`config.mk`:
```
export PLATFORM = sky130hd
export DESIGN_NAME = ntt_ctrl
export DESIGN_NICKNAME = d
export VERILOG_FILES = /design/src/rtl/ntt_ctrl.sv
export SDC_FILE = /design/constraint.sdc
export NUM_CORES = 1
export LEC_CHECK = 0
export CAP_MARGIN = 15
export CORE_ASPECT_RATIO = 0.5
export CORE_MARGIN = 2
export CORE_UTILIZATION = 36
export CTS_CLUSTER_SIZE = 40
export DETAILED_ROUTE_END_ITERATION = 7
export GPL_ROUTABILITY_DRIVEN = 0
export PLACE_DENSITY_LB_ADDON = 0.05
export RECOVER_POWER = 100
export SYNTH_ARGS = -nofsm -noshare
export SYNTH_HDL_FRONTEND = slang
export SYNTH_SLANG_ARGS = --single-unit
```
`constraint.sdc`:
```
create_clock -name clk_i -period 6.45 [get_ports clk_i]
set_input_delay 1.29 -clock clk_i [delete_from_list [all_inputs] [get_ports clk_i]]
set_output_delay 1.29 -clock clk_i [all_outputs]
set_load 0.02 [all_outputs]
```
`src/rtl/ntt_ctrl.sv`:
```
// ntt_ctrl -- sequencing controller for the Kyber NTT/INTT butterfly engine.
//
// Walks all seven butterfly layers (NTT: half-span 128..2, INTT: 2..128).
// Each layer issues 128 reads, one per cycle with no gaps. Every read is
// written back LAT cycles later to the same address pair. A DRAIN phase of
// LAT cycles between layers makes sure that no read of the next layer can
// overtake an outstanding write of the current layer.
//
// Optional feature: define NTT_CTRL_BYPASS_EN to make mode 2 (BYPASS) legal.
// BYPASS runs a single pass of 128 reads over pairs (2j, 2j+1) with twiddle
// index 0.
//
// Ports:
//   clk_i        clock, rising edge
//   rst_i        asynchronous active-high reset
//   start_i      one-cycle job request, sampled only in IDLE
//   mode_i       job type captured with start_i (0 NTT, 1 INTT, 2 BYPASS)
//   busy_o       high while a job is active
//   done_o       one-cycle pulse at job end
//   rd_en_o      read strobe for coefficient RAM and twiddle ROM
//   rd_addr_a_o  operand a address
//   rd_addr_b_o  operand b address
//   tw_idx_o     twiddle ROM index, aligned with rd_en_o
//   bf_sel_o     butterfly mode (captured job mode)
//   wr_en_o      write-back strobe, LAT cycles after the matching read
//   wr_addr_a_o  write address for c
//   wr_addr_b_o  write address for d
module ntt_ctrl #(
    parameter int AW  = 8,
    parameter int KW  = 7,
    parameter int LAT = 6
) (
    input  logic          clk_i,
    input  logic          rst_i,
    input  logic          start_i,
    input  logic [1:0]    mode_i,
    output logic          busy_o,
    output logic          done_o,
    output logic          rd_en_o,
    output logic [AW-1:0] rd_addr_a_o,
    output logic [AW-1:0] rd_addr_b_o,
    output logic [KW-1:0] tw_idx_o,
    output logic [1:0]    bf_sel_o,
    output logic          wr_en_o,
    output logic [AW-1:0] wr_addr_a_o,
    output logic [AW-1:0] wr_addr_b_o
);

    localparam int         JW         = AW - 1;
    localparam logic [1:0] MODE_NTT   = 2'd0;
    localparam logic [1:0] MODE_INTT  = 2'd1;
    localparam logic [2:0] LAST_LAYER = 3'd6;
    localparam logic [3:0] DRAIN_LAST = 4'(LAT - 1);

    typedef enum logic [1:0] {
        S_IDLE  = 2'd0,
        S_ISSUE = 2'd1,
        S_DRAIN = 2'd2,
        S_DONE  = 2'd3
    } state_t;

    function automatic logic mode_legal(input logic [1:0] m);
`ifdef NTT_CTRL_BYPASS_EN
        return (m != 2'd3);
`else
        return (m == MODE_NTT) || (m == MODE_INTT);
`endif
    endfunction

    state_t          state_q;
    logic [1:0]      mode_q;
    logic [JW-1:0]   j_q;
    logic [2:0]      layer_q;
    logic [3:0]      drain_q;
    logic [KW-1:0]   tw_cnt_q;
    logic            busy_q;
    logic            done_q;
    logic            rd_en_q;
    logic [AW-1:0]   rd_addr_a_q;
    logic [AW-1:0]   rd_addr_b_q;
    logic [KW-1:0]   tw_idx_q;
    logic [1:0]      bf_sel_q;
    logic            dl_en_q [LAT];
    logic [AW-1:0]   dl_a_q  [LAT];
    logic [AW-1:0]   dl_b_q  [LAT];

    logic [2:0]      shift_d;
    logic [AW-1:0]   span_d;
    logic [AW-1:0]   mask_d;
    logic [AW-1:0]   j_ext_d;
    logic [AW-1:0]   addr_a_d;
    logic [AW-1:0]   addr_b_d;
    logic [KW-1:0]   tw_sel_d;
    logic [2:0]      last_layer_d;
    logic [JW-1:0]   j_next_d;
    logic            grp_wrap_d;

    // Address, twiddle and group-boundary decode for the current read slot.
    always_comb begin
        if (mode_q == MODE_INTT) begin
            shift_d = layer_q + 3'd1;
        end else begin
            shift_d = 3'd7 - layer_q;
        end
        span_d  = AW'(1) << shift_d;
        mask_d  = span_d - AW'(1);
        j_ext_d = {1'b0, j_q};
        // Insert a zero bit at position log2(len): grp*2*len + off without a multiply.
        addr_a_d     = ((j_ext_d & ~mask_d) << 1) | (j_ext_d & mask_d);
        addr_b_d     = addr_a_d | span_d;
        tw_sel_d     = tw_cnt_q;
        last_layer_d = LAST_LAYER;
`ifdef NTT_CTRL_BYPASS_EN
        if (mode_q == 2'd2) begin
            addr_a_d     = {j_q, 1'b0};
            addr_b_d     = {j_q, 1'b1};
            tw_sel_d     = KW'(0);
            last_layer_d = 3'd0;
        end else begin
            tw_sel_d     = tw_cnt_q;
        end
`endif
        j_next_d   = j_q + JW'(1);
        // The next read opens a new group when its offset bits wrap to zero.
        grp_wrap_d = ((j_next_d & mask_d[JW-1:0]) == JW'(0));
    end

    // Job FSM, read-side output registers and write-back delay line.
    always_ff @(posedge clk_i or posedge rst_i) begin
        if (rst_i) begin
            state_q     <= S_IDLE;
            mode_q      <= 2'd0;
            j_q         <= JW'(0);
            layer_q     <= 3'd0;
            drain_q     <= 4'd0;
            tw_cnt_q    <= KW'(0);
            busy_q      <= 1'b0;
            done_q      <= 1'b0;
            rd_en_q     <= 1'b0;
            rd_addr_a_q <= AW'(0);
            rd_addr_b_q <= AW'(0);
            tw_idx_q    <= KW'(0);
            bf_sel_q    <= 2'd0;
            for (int i = 0; i < LAT; i++) begin
                dl_en_q[i] <= 1'b0;
                dl_a_q[i]  <= AW'(0);
                dl_b_q[i]  <= AW'(0);
            end
        end else begin
            busy_q      <= (state_q != S_IDLE);
            done_q      <= 1'b0;
            rd_en_q     <= 1'b0;
            rd_addr_a_q <= AW'(0);
            rd_addr_b_q <= AW'(0);
            tw_idx_q    <= KW'(0);

            dl_en_q[0] <= rd_en_q;
            dl_a_q[0]  <= rd_addr_a_q;
            dl_b_q[0]  <= rd_addr_b_q;
            for (int i = 1; i < LAT; i++) begin
                dl_en_q[i] <= dl_en_q[i-1];
                dl_a_q[i]  <= dl_a_q[i-1];
                dl_b_q[i]  <= dl_b_q[i-1];
            end

            case (state_q)
                S_IDLE: begin
                    if (start_i && mode_legal(mode_i)) begin
                        state_q  <= S_ISSUE;
                        mode_q   <= mode_i;
                        bf_sel_q <= mode_i;
                        j_q      <= JW'(0);
                        layer_q  <= 3'd0;
                        tw_cnt_q <= (mode_i == MODE_INTT) ? KW'(127) : KW'(1);
                    end
                end
                S_ISSUE: begin
                    rd_en_q     <= 1'b1;
                    rd_addr_a_q <= addr_a_d;
                    rd_addr_b_q <= addr_b_d;
                    tw_idx_q    <= tw_sel_d;
                    j_q         <= j_next_d;
                    if (grp_wrap_d) begin
                        tw_cnt_q <= (mode_q == MODE_INTT) ? (tw_cnt_q - KW'(1))
                                                          : (tw_cnt_q + KW'(1));
                    end
                    if (j_q == {JW{1'b1}}) begin
                        state_q <= S_DRAIN;
                        drain_q <= 4'd0;
                    end
                end
                S_DRAIN: begin
                    // LAT drain cycles put the next layer's first read one
                    // cycle after this layer's last write.
                    if (drain_q == DRAIN_LAST) begin
                        if (layer_q == last_layer_d) begin
                            state_q <= S_DONE;
                        end else begin
                            layer_q <= layer_q + 3'd1;
                            state_q <= S_ISSUE;
                        end
                    end else begin
                        drain_q <= drain_q + 4'd1;
                    end
                end
                S_DONE: begin
                    done_q  <= 1'b1;
                    state_q <= S_IDLE;
                end
                default: begin
                    state_q <= S_IDLE;
                end
            endcase
        end
    end

    assign busy_o      = busy_q;
    assign done_o      = done_q;
    assign rd_en_o     = rd_en_q;
    assign rd_addr_a_o = rd_addr_a_q;
    assign rd_addr_b_o = rd_addr_b_q;
    assign tw_idx_o    = tw_idx_q;
    assign bf_sel_o    = bf_sel_q;
    assign wr_en_o     = dl_en_q[LAT-1];
    assign wr_addr_a_o = dl_a_q[LAT-1];
    assign wr_addr_b_o = dl_b_q[LAT-1];

endmodule

```
==> impl_metrics.toml <==
[status]
outcome = "finished, final reports clean"

[placement]
post-place-ws_ns = 2.769
numPortBuffers = 49
dpl.hpwl_mm = 6.134

[finish]
area_growth_pct = 21.19
final_common_cell = "dfrtp_1"
layout_common_cells = "dfrtp_1 (153), dlygate4sd3_1 (47), nand2_1 (32)"
final_nets = 455
post-route-util = 0.4490
drive_above_1_share = 0.09251
n_antenna_cell = 0

[sta]
slew_headroom = 0.3958
fin_tns_setup_ns = 0
setup_viol = 0
tightest_slew_ns = 0.9063
fin_ws_ns = 2.372
period_share = 0.6322
rsz0062_at_grt = "false"
slew_viol_final = 0
finClkSkew_ns = 0.01397
min_period_ns = 4.078
hold_ws_ns = 0.3416
fmax_mhz = 245.2
finalHoldViolCount = 0

[clocking]
path_clk_slew_ns = 0.07
cts_tree = "yes"
cts.sinks = 153
ctsResizeCount = 0
htreeDepth = 4
hold_buffers = 0
clk_latency_ns = 0.41
cts-root-buf = "clkbuf_16"
post-cts-setup-buffer-count = 0
clockBufferDepth = 2
numCtsBuffers = 17

[power_and_ir_drop]
p_leak_nw = 2.880
sw_frac_of_total = 0.2747
power_mw = 2.293
ir_worst_vdd_v = 0.0001687
cellPowerDensity_nw_per_um2 = 350.2
comb_power_share = 0.101
p_int_mw = 1.663
seqPwrFrac = 0.475
power.clock.fraction = 0.424
p_switching_mw = 0.6299

[critical_path]
path_max_fanout = 9
worstRegToRegCells = 11
critPathArrivalTime_ns = 4.37
end_kind = "flop"
crit_required_ns = 6.74
r2r_start = "layer_q[0]$_DFFE_PP0P_"
cp-start-kind = "flop"
regToRegSetupSlack_ns = 2.37
worstSetupPathType = "reg -> reg"
timing.rr.end = "tw_cnt_q[4]$_DFFE_PP0P_"

[yosys]
synthTopCellsByArea = "dfrtp_1 (71%), buf_4 (2.2%), nand2_1 (2.2%)"
yosysUniqueCellTypes = 56
syn_avg_cell_area_um2 = 13.48
yosys_warnings = 0
yosysTopAreaCell = "dfrtp_1"
synth-seq-area-share = 0.7085
syn_nets = 415
synthArstFlopShare = 1.000
post-synth-top-area-fraction = 0.7085
syn_area_um2 = 5404
synthesis.instances = 401
synth-seq-cells = 153
synth_edf_count = 0
ys.flop_type = "dfrtp_1"

[drt]
drt-wirelength-per-cell_um = 14.48
firstDrtPassIters = 5
drtAntennaViolNets = 0
drt-initial-drc-count = 181
wl_mm = 9.441
avgViaCountPerCell = 4.615
routed-via-count = 3009
drc_errors = 0

[job]
maxCapViolations = 0

[worst_hold_path]
min_to = "dl_b_q[26]$_DFF_PP0_"
hp-class = "reg -> reg"
hold_start = "dl_b_q[34]$_DFF_PP0_"
holdPathStages = 0

[grt]
grt_overflow = 0
grt_start_max_net_pins = 105
grt_pass1_wl_mm = 15.86
grt_usage = 0.1278
first_global_vias = 3122
antenna_found_initial = 0

[die]
dieHeight_um = 90.64
die-area_um2 = 16070
rows = 31
io_pins = 50
core-area_um2 = 14580
start_util = 0.3705
dieWidth_um = 177.3
-- Yosys cell counts (all sizes together) (2+ instances only) --
master / number
dfrtp: 153
nand2: 32
nor2: 23
buf: 21
o21ai: 20
a21oi: 19
inv: 13
clkbuf: 10
ha: 9
nand2b: 9
and3: 8
xnor2: 8
xor2: 7
and2: 6
nor3: 6
mux2i: 5
o22ai: 5
mux2: 4
nor4b: 4
a31oi: 3
nand3: 3
nor2b: 3
a22oi: 2
a31o: 2
nor3b: 2
o2bb2ai: 2
or3: 2
or4: 2
-- power groups by stage --
stage                     clock [mW]  combinational, mW  sequential (mW)
after floorplan                    0              0.134             1.13
after global placement             0              0.242             1.10
after detailed placement           0              0.248             1.11
after CTS                       1.00              0.249             1.09
after global routing            1.05              0.256             1.10
final                          0.972              0.233             1.09
-- cell type report --
class	instances	area, um2
tap	198	247.7
fill	1325	8035
sequential	153	3829
timing repair buffer	52	505.5
multi-input combinational	204	1309
inverter	13	53.80
clock buffer	17	425.4
clock inverter	15	178.9
-- flip-flops by register name, summed over array words and instances (netlist names) --
register	cells
dl_a_q	40
dl_b_q	40
rd_addr_a_o	8
rd_addr_b_o	8
wr_addr_a_o	8
wr_addr_b_o	8
j_q	7
tw_cnt_q	7
tw_idx_o	7
dl_en_q	5
drain_q	4
layer_q	3
bf_sel_o	2
state_q	2
busy_o	1
done_o	1
rd_en_o	1
wr_en_o	1
-- worst max path at each step --
stage                                       from                 endpoint  slack (ns)  cells after the start
after CTS                 layer_q[0]$_DFFE_PP0P_  tw_cnt_q[4]$_DFFE_PP0P_        2.76                     11
final                     layer_q[0]$_DFFE_PP0P_  tw_cnt_q[4]$_DFFE_PP0P_        2.37                     11
after global routing      layer_q[0]$_DFFE_PP0P_  tw_cnt_q[4]$_DFFE_PP0P_        2.01                     11
after detailed placement  layer_q[0]$_DFFE_PP0P_  tw_cnt_q[4]$_DFFE_PP0P_        2.77                     11
after global placement    layer_q[0]$_DFFE_PP0P_  tw_cnt_q[4]$_DFFE_PP0P_        2.98                     11
after floorplan                            rst_i  bf_sel_o[0]$_DFFE_PP0P_        1.04                      1
-- stage by stage --
stage,std cells,instance area [um2]
global route,652,6549
floorplan,401,5404
detailed placement,620,5989
CTS,652,6594
finish,652,6549
global placement,620,5989
-- routing by layer --
metal / wire (um) / share of wire / global-route usage
met1: 4465 / 0.47 / 0.1696
met2: 4402 / 0.47 / 0.1978
met3: 420 / 0.044 / 0.03535
met4: 153 / 0.016 / 0.05464
met5: 0 / 0 / 0
-- worst max-delay path, stage by stage, from the launching register on --
cell and delay, ns:
dfrtp_1 0.48, ha_1 0.27, nor3b_1 0.57, xor2_1 0.47, or2b_1 0.30, ha_1 0.30
inv_1 0.06, a221oi_1 0.29, o221ai_1 0.22, nor4b_4 0.63, o22ai_1 0.18, o2bb2ai_1 0.17
-- kinds of logic after synthesis --
group,synth area share
AND/OR/NAND/NOR,0.1067
buffers and inverters,0.04237
adder cells (fa/ha/maj),0.02084
AO/OA/AOI/OAI,0.07826
XOR/XNOR,0.02570
multiplexers,0.01760
flip-flops,0.7085
No activity file was read; power rests on OpenSTA's default activity.
